### src/rtl/serial_subtractor.sv
`default_nettype none
// ============================================================================
// Module   : serial_subtractor
// Purpose  : Bit-serial subtractor computing diff = a - b, LSB first, one bit
//            per clock, with a single full-subtractor cell and a registered
//            borrow. Operands are taken on a start/done handshake; results
//            hold until the next operation completes.
// Ports    : clk    - clock, rising edge
//            rst_n  - asynchronous active-low reset
//            start  - operation request, sampled only while idle
//            a, b   - minuend / subtrahend, captured on the accepting edge
//            busy   - operation in progress
//            done   - one-cycle completion pulse
//            diff   - (a - b) mod 2^WIDTH
//            bout   - final unsigned borrow (a < b)
//            ov     - signed overflow of the subtraction
// Revision : 1.0 - initial release
// ============================================================================
module serial_subtractor #(
    parameter int WIDTH = 8
) (
    input  logic             clk,
    input  logic             rst_n,
    input  logic             start,
    input  logic [WIDTH-1:0] a,
    input  logic [WIDTH-1:0] b,
    output logic             busy,
    output logic             done,
    output logic [WIDTH-1:0] diff,
    output logic             bout,
    output logic             ov
);

    localparam int c_cnt_w = $clog2(WIDTH);

    localparam logic [0:0] c_idle = 1'b0;
    localparam logic [0:0] c_run  = 1'b1;

    localparam logic [c_cnt_w-1:0] c_last = c_cnt_w'(WIDTH - 1);

    logic [0:0]         r_state;
    logic [0:0]         w_state_nxt;
    logic               w_load;
    logic               w_step;
    logic               w_last;

    logic [WIDTH-1:0]   r_sa;
    logic [WIDTH-1:0]   r_sb;
    logic [WIDTH-1:0]   r_sd;
    logic               r_br;
    logic [c_cnt_w-1:0] r_cnt;

    logic [WIDTH-1:0]   r_diff;
    logic               r_bout;
    logic               r_ov;
    logic               r_done;

    logic               w_x;
    logic               w_y;
    logic               w_d;
    logic               w_br_nxt;

    // Full-subtractor cell on the current LSBs of the operand shifters
    assign w_x      = r_sa[0];
    assign w_y      = r_sb[0];
    assign w_d      = w_x ^ w_y ^ r_br;
    assign w_br_nxt = (~w_x & w_y) | (~(w_x ^ w_y) & r_br);

    // State register
    always_ff @(posedge clk or negedge rst_n) begin
        if (!rst_n) begin
            r_state <= c_idle;
        end else begin
            r_state <= w_state_nxt;
        end
    end

    // Next-state and datapath control
    always_comb begin
        w_state_nxt = r_state;
        w_load      = 1'b0;
        w_step      = 1'b0;
        w_last      = 1'b0;
        case (r_state)
            c_idle: begin
                if (start) begin
                    w_load      = 1'b1;
                    w_state_nxt = c_run;
                end
            end
            c_run: begin
                w_step = 1'b1;
                if (r_cnt == c_last) begin
                    w_last      = 1'b1;
                    w_state_nxt = c_idle;
                end
            end
            default: begin
                w_state_nxt = c_idle;
            end
        endcase
    end

    // Datapath: operand/result shifters, borrow, counter and result registers
    always_ff @(posedge clk or negedge rst_n) begin
        if (!rst_n) begin
            r_sa   <= '0;
            r_sb   <= '0;
            r_sd   <= '0;
            r_br   <= 1'b0;
            r_cnt  <= '0;
            r_diff <= '0;
            r_bout <= 1'b0;
            r_ov   <= 1'b0;
            r_done <= 1'b0;
        end else begin
            r_done <= w_last;
            if (w_load) begin
                r_sa  <= a;
                r_sb  <= b;
                r_br  <= 1'b0;
                r_cnt <= '0;
            end else if (w_step) begin
                r_sa  <= r_sa >> 1;
                r_sb  <= r_sb >> 1;
                r_sd  <= {w_d, r_sd[WIDTH-1:1]};
                r_br  <= w_br_nxt;
                r_cnt <= r_cnt + 1'b1;
            end
            // On the last bit the cell sees the operand MSBs, so the overflow
            // test uses the live cell inputs and output directly.
            if (w_last) begin
                r_diff <= {w_d, r_sd[WIDTH-1:1]};
                r_bout <= w_br_nxt;
                r_ov   <= (w_x != w_y) & (w_d != w_x);
            end
        end
    end

    assign busy = (r_state == c_run);
    assign done = r_done;
    assign diff = r_diff;
    assign bout = r_bout;
    assign ov   = r_ov;

endmodule
`default_nettype wire

### config.mk
export PLATFORM = sky130hd
export DESIGN_NAME = serial_subtractor
export DESIGN_NICKNAME = d
export VERILOG_FILES = /design/src/rtl/serial_subtractor.sv
export SDC_FILE = /design/constraint.sdc
export NUM_CORES = 1
export LEC_CHECK = 0
export ABC_AREA = 1
export CAP_MARGIN = 20
export CORE_MARGIN = 2
export CORE_UTILIZATION = 45
export CTS_CLUSTER_SIZE = 28
export DETAILED_ROUTE_END_ITERATION = 8
export GPL_ROUTABILITY_DRIVEN = 1
export GPL_TIMING_DRIVEN = 0
export PLACE_DENSITY = 0.81
export SYNTH_ARGS = -nofsm -noshare
export SYNTH_HDL_FRONTEND = slang
export SYNTH_SLANG_ARGS = --single-unit
### constraint.sdc
create_clock -name clk -period 1.4 [get_ports clk]
set_input_delay 0.35 -clock clk [delete_from_list [all_inputs] [get_ports clk]]
set_output_delay 0.35 -clock clk [all_outputs]
set_load 0.1 [all_outputs]
==> results by group <==
Synth
  • Cell Area, Synth: 1602 µm²
  • Simple-gate area share of the yosys netlist: 24.61%
  • Mux contribution to synthesized area: 0%
  • Synth Area in Adders: 3.594%
  • Post-synth top area cell: dfrtp_1
  • Most numerous cell in the Yosys netlist: nand2_1
  • FFs w/ async S/R, synth: 100.0%
  • Post-Syn Instances: 178
  • Synth Area in XOR/XNOR: 0%
  • Seq/Total Area, Yosys: 60.94%
  • Post-synth top flop: dfrtp_1
  • Synth Area in Compound Gates: 5.313%
  • Post-synth EDFFs: 0
  • Mean post-synth cell area: 8.997 µm²
  • Synth Register Bits: 39
  • Synth top area cells: dfrtp_1, nand2_1, o21ai_0, nand3_1, inv_1
  • Syn Nets: 201
  • Combinational family with the most area after synthesis: simple AND/OR/NAND/NOR gates
  • Yosys warning count: 0
  • Yosys cell types: 12
  • Commonest cells in the netlist: nand2_1, dfrtp_1, o21ai_0
  • Top-area cell type share of the netlist area: 60.94%

Routing
  • Final Routed Wirelength: 3.123 mm
  • Vias: 1,279
  • Pre-Repair DR Iteration Count: 5
  • DRC: 0
  • Wire per inst: 11.70 µm
  • DRT iter0 DRCs: 67
  • Remaining antenna violation count after routing: 0
  • DR vias/cell: 4.790

Critical path
  • Crit. End Element: output pin
  • CP top delay family: flip-flops
  • Slowest cell on crit path: dfrtp_1
  • Crit path depth: 1
  • Startpoint Class: flip-flop
  • Crit-path cells: buf_4
  • Crit-path max FO: 2
  • Data arrival, critical path: 1.01 ns
  • WS Path Type: reg -> out
  • Worst Path Required: 1.05 ns
  • R2r worst-path depth: 5
  • WP buf/inv: 1
  • CP peak stage delay: 0.37 ns
  • Reg2reg start: r_br$_DFFE_PN0P_
  • Capture point of the worst reg-to-reg path: ov$_DFFE_PN0P_
  • R2R setup slack: 0.06 ns

CTS
  • Sink Count: 39
  • Worst skew pair latency: 0.34 ns
  • CTS Hold Bufs: 0
  • CTS Buf Count: 5
  • Root Driver: clkbuf_4
  • H-tree levels: 2
  • Clk pin slew, worst setup/hold paths: 0.12 ns
  • Clock tree buffer depth: 2
  • CTS tree: built

Timing
  • Skew final: 0.01310 ns
  • Max Slew Vio Count: 0
  • WHS: 0.08595 ns
  • Slew @ Worst Pin: 0.8132 ns
  • Fmax: 735.4 MHz
  • Post-layout min period: 1.360 ns
  • Final setup viols: 0
  • Period Utilization, post-route: 97.12%
  • Fin. Hold Viols: 0
  • RSZ-0062 raised after global routing: true
  • Max-slew headroom: 45.78%
  • Worst Slack Setup Final: 0.04026 ns

Placement
  • Post-place setup slack: -0.5188 ns
  • Post-DP HPWL: 2.067 mm
  • Count of buffers from port buffering: 30
  • Gp weighted congestion: 0.7625

Power and ir drop
  • Clk network pwr share: 14.9%
  • Comb pwr share: 49.5%
  • Internal: 2.770 mW
  • Power share of the sequential group: 35.6%
  • Sw Ratio: 46.70%
  • Power density cells: 2505 nW/µm²
  • Net switching power: 2.427 mW
  • Worst vdd ir: 0.001139 V
  • Leak: 1.063 nW
  • Total power: 5.197 mW

Floorplan
  • Die area: 4052 µm²
  • I/O Pins: 31
  • Die Y: 63.66 µm
  • Die Wd: 63.66 µm
  • Core area: 3390 µm²
  • Initial Utilization: 47.25%
  • Row cnt: 21

Global route
  • Overall Global Routing Usage: 16.39%
  • Antenna violations before repair: 0
  • Total gr overflow: 0
  • First-pass GRT wire length: 5.064 mm
  • Vias in the first global route: 1,115
  • Largest net degree at the start of global routing: 40

Finish
  • Layout cells sized above 1: 18.55%
  • Antenna diodes: 0
  • Layout fillers: 288
  • NumNets Final: 243
  • P&R area growth vs syn: 29.53%
  • Final Util: 61.20%

Hold path
  • Worst hold path type: in -> async

Run status
  • Outcome: finished, final reports clean

Run
  • Maxcap violations: 0
==> per-stage QoR <==
stage / TNS (ns) / instance area [µm²] / std cells
2_1_floorplan: 0 / 1603 / 178
3_3_place_gp: -41.39 / 1961 / 254
3_5_place_dp: -7.028 / 1956 / 254
4_1_cts: 0 / 2019 / 262
5_1_grt: -0.03494 / 2074 / 267
6_report: 0 / 2074 / 267
==> worst max path at each step <==
stage	startpoint	endpoint	slack (ns)
2_1_floorplan	busy$_DFF_PN0_	r_sa[0]$_DFFE_PN0P_	0.12
3_3_place_gp	rst_n	busy$_DFF_PN0_	-1.03
3_5_place_dp	busy$_DFF_PN0_	busy	-0.52
4_1_cts	r_sa[0]$_DFFE_PN0P_	ov$_DFFE_PN0P_	0.005
5_1_grt	r_cnt[0]$_DFFE_PN0P_	diff[6]$_DFFE_PN0P_	-0.02
6_report	diff[0]$_DFFE_PN0P_	diff[0]	0.04
==> routing by layer <==
metal,up-vias,track usage [%],wire [µm]
met1,605,21.66,1389
met3,5,3.929,139
met4,0,7.880,53
li1,640,-,-
met2,29,25.39,1540
met5,-,0,0
==> layout make-up <==
| class | instances | area, µm² | share of cell area [%] |
|---|---|---|---|
| tap | 46 | 57.56 | 2.774 |
| clock buffer | 6 | 51.30 | 2.473 |
| buffer | 8 | 53.80 | 2.593 |
| multi-input combinational | 119 | 544.3 | 26.24 |
| timing repair buffer | 35 | 310.3 | 14.96 |
| sequential | 39 | 977.2 | 47.10 |
| inverter | 12 | 45.04 | 2.171 |
| clock inverter | 2 | 35.03 | 1.689 |
==> logic make-up (layout without fill, tap and decap cells) <==
group                      Yosys count  in the layout
AOI/OAI and AO/OA                   17             17
adders and majority gates            4              4
buffers and inverters               20             63
DFF                                 39             39
and+or+nand+nor                     98             98
==> placed cells by master (no fill, tap or decap), drive strengths merged <==
cell,count
o21ai,17
clkbuf,7
buf,25
nand3,15
dfrtp,39
inv,12
bufinv,1
clkdlybuf4s50,17
clkinv,1
nand2,79
fa,1
ha,3
nor2,4
==> power groups by stage <==
stage / Sequential [mW] / Clock, mW / Combinational (mW)
global route: 1.91 / 0.829 / 2.79
detailed placement: 1.88 / 0 / 2.45
global placement: 1.85 / 0 / 2.39
CTS: 1.86 / 0.789 / 2.44
floorplan: 2.82 / 0 / 0.861
finish: 1.85 / 0.772 / 2.57
==> flip-flops by register name (all words and copies together) (netlist names) <==
signal / cells
r_sd: 7
busy: 1
diff: 8
r_sa: 8
ov: 1
r_sb: 8
r_cnt: 3
done: 1
bout: 1
r_br: 1
==> repair_timing <==
action,in CTS,in global routing
buffers inserted,0,5
setup endpoints to repair,22,8
gates cloned,0,0
pin swaps,0,1
resized for setup,75,9
Note: power is estimated with default switching activity, not from simulation.
